==> src/rtl/sau_odd_pipe.sv <==
// rtl/sau_odd_pipe.sv - shift-add multiplier for the DCT odd-part coefficients (8/16/32 point)
// Optional rounding/saturation stage: define SAU_ODD_ROUND_EN.
module sau_odd_pipe #(
  parameter int IW    = 17,
  parameter int OW    = 27,
  parameter int TW    = 6,
  parameter int SHIFT = 7
) (
  input  logic               clk,
  input  logic               rst_n,
  input  logic               in_valid,
  output logic               in_ready,
  input  logic [IW-1:0]      in_x,
  input  logic [1:0]         in_size,
  input  logic [TW-1:0]      in_tag,
  output logic               out_valid,
  input  logic               out_ready,
  output logic [16*OW-1:0]   out_y,
  output logic [4:0]         out_nlanes,
  output logic [TW-1:0]      out_tag,
  output logic               out_err
);

  localparam int NL = 16;

  if (OW < IW + 8) begin : g_bad_ow
    $error("OW must be at least IW+8");
  end
  if (SHIFT < 1 || SHIFT > 15) begin : g_bad_shift
    $error("SHIFT must be in 1..15");
  end

  logic rdy1, rdy2;
  logic v1, v2;

  // Stage 1: sign-extend once, then build the shared odd base terms.
  logic signed [OW-1:0] xe, x3, x5, x9, x15, x31, x45;
  assign xe  = {{(OW-IW){in_x[IW-1]}}, in_x};
  assign x3  = xe + (xe <<< 1);
  assign x5  = xe + (xe <<< 2);
  assign x9  = xe + (xe <<< 3);
  assign x15 = (xe <<< 4) - xe;
  assign x31 = (xe <<< 5) - xe;
  assign x45 = (x9 <<< 2) + x9;

  logic signed [OW-1:0] b1, b3, b5, b9, b15, b31, b45;
  logic [1:0]           s1_size;
  logic [TW-1:0]        s1_tag;

  always_ff @(posedge clk or negedge rst_n) begin
    if (!rst_n) begin
      v1      <= 1'b0;
      b1      <= '0;
      b3      <= '0;
      b5      <= '0;
      b9      <= '0;
      b15     <= '0;
      b31     <= '0;
      b45     <= '0;
      s1_size <= '0;
      s1_tag  <= '0;
    end else begin
      if (rdy1) v1 <= in_valid;
      if (rdy1 && in_valid) begin
        b1      <= xe;
        b3      <= x3;
        b5      <= x5;
        b9      <= x9;
        b15     <= x15;
        b31     <= x31;
        b45     <= x45;
        s1_size <= in_size;
        s1_tag  <= in_tag;
      end
    end
  end

  // Stage 2 products: at most two shifted base terms per coefficient.
  logic signed [OW-1:0] c4, c9, c13, c18, c22, c25, c31, c38, c43, c46, c50, c54, c57;
  logic signed [OW-1:0] c61, c67, c70, c73, c75, c78, c80, c82, c85, c87, c88, c89, c90;
  assign c4  = b1 <<< 2;
  assign c9  = b9;
  assign c13 = b9 + (b1 <<< 2);
  assign c18 = b9 <<< 1;
  assign c22 = (b9 <<< 1) + (b1 <<< 2);
  assign c25 = (b5 <<< 2) + b5;
  assign c31 = b31;
  assign c38 = (b9 <<< 2) + (b1 <<< 1);
  assign c43 = b45 - (b1 <<< 1);
  assign c46 = b45 + b1;
  assign c50 = (b5 <<< 3) + (b5 <<< 1);
  assign c54 = (b9 <<< 2) + (b9 <<< 1);
  assign c57 = b45 + (b3 <<< 2);
  assign c61 = (b31 <<< 1) - b1;
  assign c67 = (b1 <<< 6) + b3;
  assign c70 = (b1 <<< 6) + (b3 <<< 1);
  assign c73 = (b9 <<< 3) + b1;
  assign c75 = (b15 <<< 2) + b15;
  assign c78 = (b5 <<< 4) - (b1 <<< 1);
  assign c80 = b5 <<< 4;
  assign c82 = (b5 <<< 4) + (b1 <<< 1);
  assign c85 = (b5 <<< 4) + b5;
  assign c87 = (b45 <<< 1) - b3;
  assign c88 = (b45 <<< 1) - (b1 <<< 1);
  assign c89 = (b45 <<< 1) - b1;
  assign c90 = b45 <<< 1;

  logic signed [OW-1:0] lane [NL];
  logic [NL*OW-1:0]     lanes;
  logic [4:0]           nl;

  always_comb begin
    for (int k = 0; k < NL; k++) lane[k] = '0;
    nl = 5'd0;
    case (s1_size)
      2'd0: begin
        nl = 5'd4;
        lane[0] = c89; lane[1] = c75; lane[2] = c50; lane[3] = c18;
      end
      2'd1: begin
        nl = 5'd8;
        lane[0] = c90; lane[1] = c87; lane[2] = c80; lane[3] = c70;
        lane[4] = c57; lane[5] = c43; lane[6] = c25; lane[7] = c9;
      end
      2'd2: begin
        nl = 5'd16;
        lane[0]  = c90; lane[1]  = c90; lane[2]  = c88; lane[3]  = c85;
        lane[4]  = c82; lane[5]  = c78; lane[6]  = c73; lane[7]  = c67;
        lane[8]  = c61; lane[9]  = c54; lane[10] = c46; lane[11] = c38;
        lane[12] = c31; lane[13] = c22; lane[14] = c13; lane[15] = c4;
      end
      default: ;
    endcase
    lanes = '0;
    for (int k = 0; k < NL; k++) lanes[k*OW +: OW] = lane[k];
  end

  logic [NL*OW-1:0] y2;
  logic [4:0]       nl2;
  logic [TW-1:0]    tag2;
  logic             err2;

  always_ff @(posedge clk or negedge rst_n) begin
    if (!rst_n) begin
      v2   <= 1'b0;
      y2   <= '0;
      nl2  <= '0;
      tag2 <= '0;
      err2 <= 1'b0;
    end else begin
      if (rdy2) v2 <= v1;
      if (rdy2 && v1) begin
        y2   <= lanes;
        nl2  <= nl;
        tag2 <= s1_tag;
        err2 <= (s1_size == 2'd3);
      end
    end
  end

  assign rdy1     = !v1 || rdy2;
  assign in_ready = rdy1;

`ifdef SAU_ODD_ROUND_EN
  localparam logic signed [OW:0] HALF = (OW+1)'(1) << (SHIFT - 1);
  localparam logic signed [OW:0] MAXV = {2'b00, {(OW-1){1'b1}}};
  localparam logic signed [OW:0] MINV = {2'b11, {(OW-1){1'b0}}};

  function automatic logic [OW-1:0] round_sat(input logic [OW-1:0] p);
    logic signed [OW:0] t;
    t = $signed({p[OW-1], p}) + HALF;
    t = t >>> SHIFT;
    if (t > MAXV)      t = MAXV;
    else if (t < MINV) t = MINV;
    return t[OW-1:0];
  endfunction

  logic [NL*OW-1:0] yr;
  always_comb begin
    yr = '0;
    for (int k = 0; k < NL; k++) yr[k*OW +: OW] = round_sat(y2[k*OW +: OW]);
  end

  logic             rdy3, v3, err3;
  logic [NL*OW-1:0] y3;
  logic [4:0]       nl3;
  logic [TW-1:0]    tag3;

  always_ff @(posedge clk or negedge rst_n) begin
    if (!rst_n) begin
      v3   <= 1'b0;
      y3   <= '0;
      nl3  <= '0;
      tag3 <= '0;
      err3 <= 1'b0;
    end else begin
      if (rdy3) v3 <= v2;
      if (rdy3 && v2) begin
        y3   <= yr;
        nl3  <= nl2;
        tag3 <= tag2;
        err3 <= err2;
      end
    end
  end

  assign rdy3       = !v3 || out_ready;
  assign rdy2       = !v2 || rdy3;
  assign out_valid  = v3;
  assign out_y      = y3;
  assign out_nlanes = nl3;
  assign out_tag    = tag3;
  assign out_err    = err3;
`else
  assign rdy2       = !v2 || out_ready;
  assign out_valid  = v2;
  assign out_y      = y2;
  assign out_nlanes = nl2;
  assign out_tag    = tag2;
  assign out_err    = err2;
`endif

endmodule

==> config.mk <==
export PLATFORM = sky130hd
export DESIGN_NAME = sau_odd_pipe
export DESIGN_NICKNAME = d
export VERILOG_FILES = /design/src/rtl/sau_odd_pipe.sv
export SDC_FILE = /design/constraint.sdc
export NUM_CORES = 2
export LEC_CHECK = 0
export BUFFER_PORTS_ARGS = -buffer_cell sky130_fd_sc_hd__buf_2
export CORE_MARGIN = 5
export CORE_UTILIZATION = 50
export CTS_CLUSTER_SIZE = 25
export DETAILED_ROUTE_END_ITERATION = 8
export PLACE_DENSITY_LB_ADDON = 0.15
export SYNTH_ARGS = -nofsm -noshare
export SYNTH_HDL_FRONTEND = slang
export SYNTH_SLANG_ARGS = --single-unit
==> constraint.sdc <==
create_clock -name clk -period 5.6 [get_ports clk]
set_input_delay 1.12 -clock clk [delete_from_list [all_inputs] [get_ports clk]]
set_output_delay 1.12 -clock clk [all_outputs]
set_load 0.03 [all_outputs]
; Yosys cells after proc, flatten, opt, wreduce, memory -nomap -nowiden
; Index checks and enable logic that the tools add are counted.
[totals]
reg_bits = 627
inputBits = 29
out_inout_bits = 446
word_cells = 55
[classes]
addsub = 26
eq_ne = 3
mux = 4
n_reduce_logical = 7
[ops]
columns = op, count
row1 = case mux 108 bit (3 select lines), 1
row2 = 2-to-1 mux 216 bit, 1
row3 = case mux 108 bit (2 select lines), 1
row4 = adder 27 bit, 5
row5 = subtractor 27 x 18 -> 27 bit, 3
row6 = adder 23 x 27 -> 27 bit, 2
row7 = subtractor 27 x 17 -> 27 bit, 2
row8 = adder 27 x 17 -> 27 bit, 1
row9 = adder 27 x 18 -> 27 bit, 1
row10 = subtractor 27 bit, 1
row11 = adder 24 x 17 -> 25 bit, 1
row12 = adder 23 x 18 -> 24 bit, 1
row13 = adder 23 x 21 -> 24 bit, 1
row14 = adder 23 x 22 -> 24 bit, 1
row15 = adder 22 x 19 -> 23 bit, 1
row16 = subtractor 22 x 17 -> 23 bit, 1
row17 = adder 21 x 19 -> 22 bit, 1
row18 = subtractor 21 x 17 -> 22 bit, 1
row19 = adder 17 x 20 -> 21 bit, 1
row20 = adder 17 x 19 -> 20 bit, 1
row21 = adder 17 x 18 -> 19 bit, 1
row22 = case mux 5 bit (3 select lines), 1
row23 = "equality test 2 bit, second input constant", 2
row24 = "equality test 2 x 1 -> 1 bit, second input constant", 1
row25 = other kinds (4), 7

; Longest topological paths before layout
[depth]
word_depth = 4
ltp_mapped = 20
ltp_nobuf = 19

; Worst setup path after synthesis
; No wires, ideal clock.
[synth_path]
kind = input to register
startpoint = input port in_x[0]
endpoint = register b45[19]
setup_time_ns = 0.120
t_arrival_ns = 4.494
required_time_ns = 5.480
path_slack_ns = 0.986
cell_stages = 19
n_path_buf = 1
cell_sequence = ha_1 > inv_1 > fa_1 > nor2b_4 > o31a_4 > o22ai_4 > o21ai_0 > a21oi_1 > o21ai_0 > a21oi_1 > o21ba_2 > xnor2_1 > ha_1 > clkbuf_1 > and2_1 > a311oi_2 > nor2b_1 > or3_1 > a31o_2
[synth_via]
elab_chain_cells = 2
[synth_rtl]
columns = element, line
row1 = "start, declared", 13  ; input logic [IW-1:0] in_x,
row2 = adder 17 x 20 -> 21 bit, 41  ; assign x9 = xe + (xe <<< 3);
row3 = named net x9[17], 37  ; logic signed [OW-1:0] xe, x3, x5, x9, x15, x31, x45;
row4 = adder 23 x 21 -> 24 bit, 44  ; assign x45 = (x9 <<< 2) + x9;
row5 = "end signal, assigned", 59  ; b45 <= '0;
row6 = "end signal, assigned", 71  ; b45 <= x45;
row7 = "end, declared", 46  ; logic signed [OW-1:0] b1, b3, b5, b9, b15, b31, b45;
; The timed path passes the listed nets, and every way through them passes these cells.
; A chain may end at the register's enable or synchronous reset.

; Worst setup path in the final report
[layout_path]
startpoint = input port in_x[1]
endpoint = register b45[19]
; The elaborated chain is that of the path after synthesis.

==> metrics <==
run status complete, no violations; Crit Path Class in2reg; total CTS buffers 59; crit path max fanout 10; type of the worst min-delay path in2async; initial antenna violation count 13; crit path capture type flip-flop; Syn Std Cell Area 39910 um2; clock latency on the worst-skew pair 670 ps; worst-path cell chain buf_2 -> inv_1 -> fa_1 -> nor2b_4 -> o31a_4 -> o22ai_4 -> o21ai_0 -> a21oi_1 -> o21ai_0 -> a21oi_1 -> o21ba_2 -> xnor2_1 -> ha_1 -> and2_1 -> a311oi_2 -> nor2b_1 -> or3_1 -> a31o_2; most used flip-flop cell after synthesis dfrtp_1; synth unique cells 99; Starting Density 50.43%; PostCTS Resize Cnt 0; port bufs 465; CP Data Required Time 6150 ps; RePlAce Congestion 0.9998; number of synthesized flops with an enable pin 0; Seq cells post-synth 510; Die Height 292.5 um; synth warn 0; most frequent cells in the layout nand2_1, dfrtp_1, o21ai_0, buf_2, ha_1; crit path launch type input port; total die area 85570 um2; DR vias 38290; Remaining DRCs 0; setup slack, reg-to-reg 1120 ps; slowest cell on the critical path fa_1; Seq/Total Area, Yosys 31.98%; R2R Path Start b1[10]; P&R area growth vs syn 13.28%; final instance area 45210 um2; RSZ-0062 raised after global routing false; num rows 103; most common cell after layout, fill and taps aside nand2_1; H-Tree Level Count 2; Worst slew margin 23.41%; # IOs 475; grt ovf 0; cell depth of the worst flop-to-flop path 10; Global Route Usage Sum 37.24%; Fin Clk Skew 24.36 ps; total power 24480 uW; detail-routed net length per standard cell 27.24 um; post-CTS setup buffer count 0; f_max 211.2 MHz; Post-Route Utilization 57.13%; first-pass GRT wire length 240300 um; Placed Area 43170 um2; Max Slew Vio Count 0; CTS tree yes; Worst path max stage delay 530 ps; Core Area 79130 um2; Fill cells 7427; share of layout cells above drive strength 1 14.91%; number of vias per cell 6.264; crit share post-route 84.57%; largest net degree at the start of global routing 221; Post-synth ARST share 100.0%; fin crit period 4736 ps; arrival time of the worst setup path 5280 ps; Max-cap violations 0; worst slew pin tran 1149 ps; Routed Antenna Nets 0; leakage 0.02231 uW; final setup violation count 0; clock slew at reported path FFs 60 ps; number of global-route vias before repair 35650; Power Dens Cells 541.5 nW/um2; initial drt markers 4038; Detail Placement HPWL 124400 um; setup_tns 0 ps; hold_buf cts 0; Die W 292.5 um; clk root buf clkbuf_16; CTS Buffer Depth 3; Sink Count 510; Fin. Hold Viols 0; Crit Reg-Reg Endpoint out_y[73]; Layout Nets 5480; synthesized area per cell 8.566 um2; worst setup margin 864.1 ps; Max VDD drop 0.3103 mV; post-synthesis cell count 4659; Place WS 297.5 ps; final wirelength 166500 um; drt pass-1 iters 7
## area by class of cell
| cell class | count | area (um2) | share of cell area [%] |
|---|---|---|---|
| well taps | 1050 | 1314 | 2.906 |
| flip-flops and latches | 510 | 12760 | 28.23 |
| repair buffers | 562 | 3166 | 7.002 |
| clock buffers | 77 | 1634 | 3.615 |
| diodes | 5 | 12.51 | 0.02768 |
| multi-input cells | 3732 | 25360 | 56.10 |
| inverters | 150 | 563.0 | 1.245 |
| clock inverters | 27 | 395.4 | 0.8746 |
## worst max-delay path: cells and delay by family
kind | cells | cell delay, ps
xor gates and xnor gates | 1 | 320
AOI/OAI and AO/OA | 9 | 1740
buffers and inverters | 2 | 430
and+or+nand+nor | 4 | 720
adders and majority gates | 2 | 920
## worst max-delay path by stage
stage                  from      end  slack [ps]
CTS                 in_x[1]  b45[19]         970
detailed placement  in_x[1]  b45[19]         300
global placement    in_x[1]  b45[19]         310
floorplan           in_x[0]  b45[19]         990
global route        in_x[4]  b45[22]         520
finish              in_x[1]  b45[19]         860
## cell usage after synthesis (12+ instances only)
cell type / count / area [um2]
a22oi_1: 77 / 578.1
a22o_1: 44 / 385.4
a211oi_1: 37 / 277.8
o211ai_1: 26 / 195.2
buf_4: 71 / 533.0
nand3_1: 100 / 500.5
a2111oi_0: 14 / 122.6
o21a_1: 64 / 480.5
a31o_2: 14 / 122.6
a21oi_1: 292 / 1461
nor2b_1: 39 / 244.0
ha_1: 421 / 5268
a222oi_1: 37 / 370.4
mux2i_1: 13 / 130.1
o21ai_0: 475 / 2377
and2_1: 25 / 156.4
xnor2_1: 206 / 1804
o21ai_1: 12 / 60.06
mux2_2: 23 / 259.0
o31ai_1: 75 / 563.0
xor2_1: 154 / 1349
a32o_1: 12 / 120.1
and3_1: 19 / 118.9
or2_2: 18 / 112.6
buf_1: 25 / 93.84
fa_1: 15 / 300.3
inv_1: 146 / 548.0
o21bai_1: 44 / 330.3
clkbuf_1: 174 / 653.1
nand2b_1: 54 / 337.8
nor3_1: 104 / 520.5
a21o_1: 122 / 915.9
a31oi_1: 30 / 187.7
a41oi_1: 19 / 166.4
dfrtp_1: 510 / 12760
nor2_1: 230 / 863.3
or3_1: 43 / 269.0
a221oi_1: 12 / 105.1
nand2_1: 667 / 2504
## flip-flops by register name, summed over array words and instances, names as in the netlist
name and cells:
out_y 363, b15 20, s1_tag 6, out_valid 1, out_err 1, v1 1
b9 17, out_tag 6, b5 17, b45 20, b3 18, s1_size 2
out_nlanes 3, b31 19, b1 16
## metrics by stage
step / hold slack (ps) / std cells
final: 451.5 / 6113
after floorplan: 438.6 / 4667
after global placement: 447.8 / 6004
after global routing: 477.1 / 6108
after CTS: 457.8 / 6108
after detailed placement: 451.2 / 6004
## where the power goes
part / internal, uW / switching (uW) / total, uW
clock network: 2420 / 1720 / 4140
registers: 4650 / 1330 / 5980
logic: 5080 / 9280 / 14400
## layer usage
layer / vias up / share of wire (%) / GRT usage (%)
met5: - / 0.054 / 0
met4: 14 / 6.8 / 19.75
met3: 400 / 9.6 / 8.507
met2: 1835 / 44 / 58.07
met1: 18460 / 40 / 48.46
li1: 17580 / - / -
## cell families after synthesis
logic type / Yosys count / synth area share, %
AOI/OAI and AO/OA: 1537 / 25.33
xor gates and xnor gates: 361 / 7.942
adders and majority gates: 436 / 13.95
buffers and inverters: 425 / 4.681
DFF: 510 / 31.98
muxes: 36 / 0.9751
other: 1 / 0.009397
and+or+nand+nor: 1353 / 15.13
Note: power is estimated with default switching activity, not from simulation.
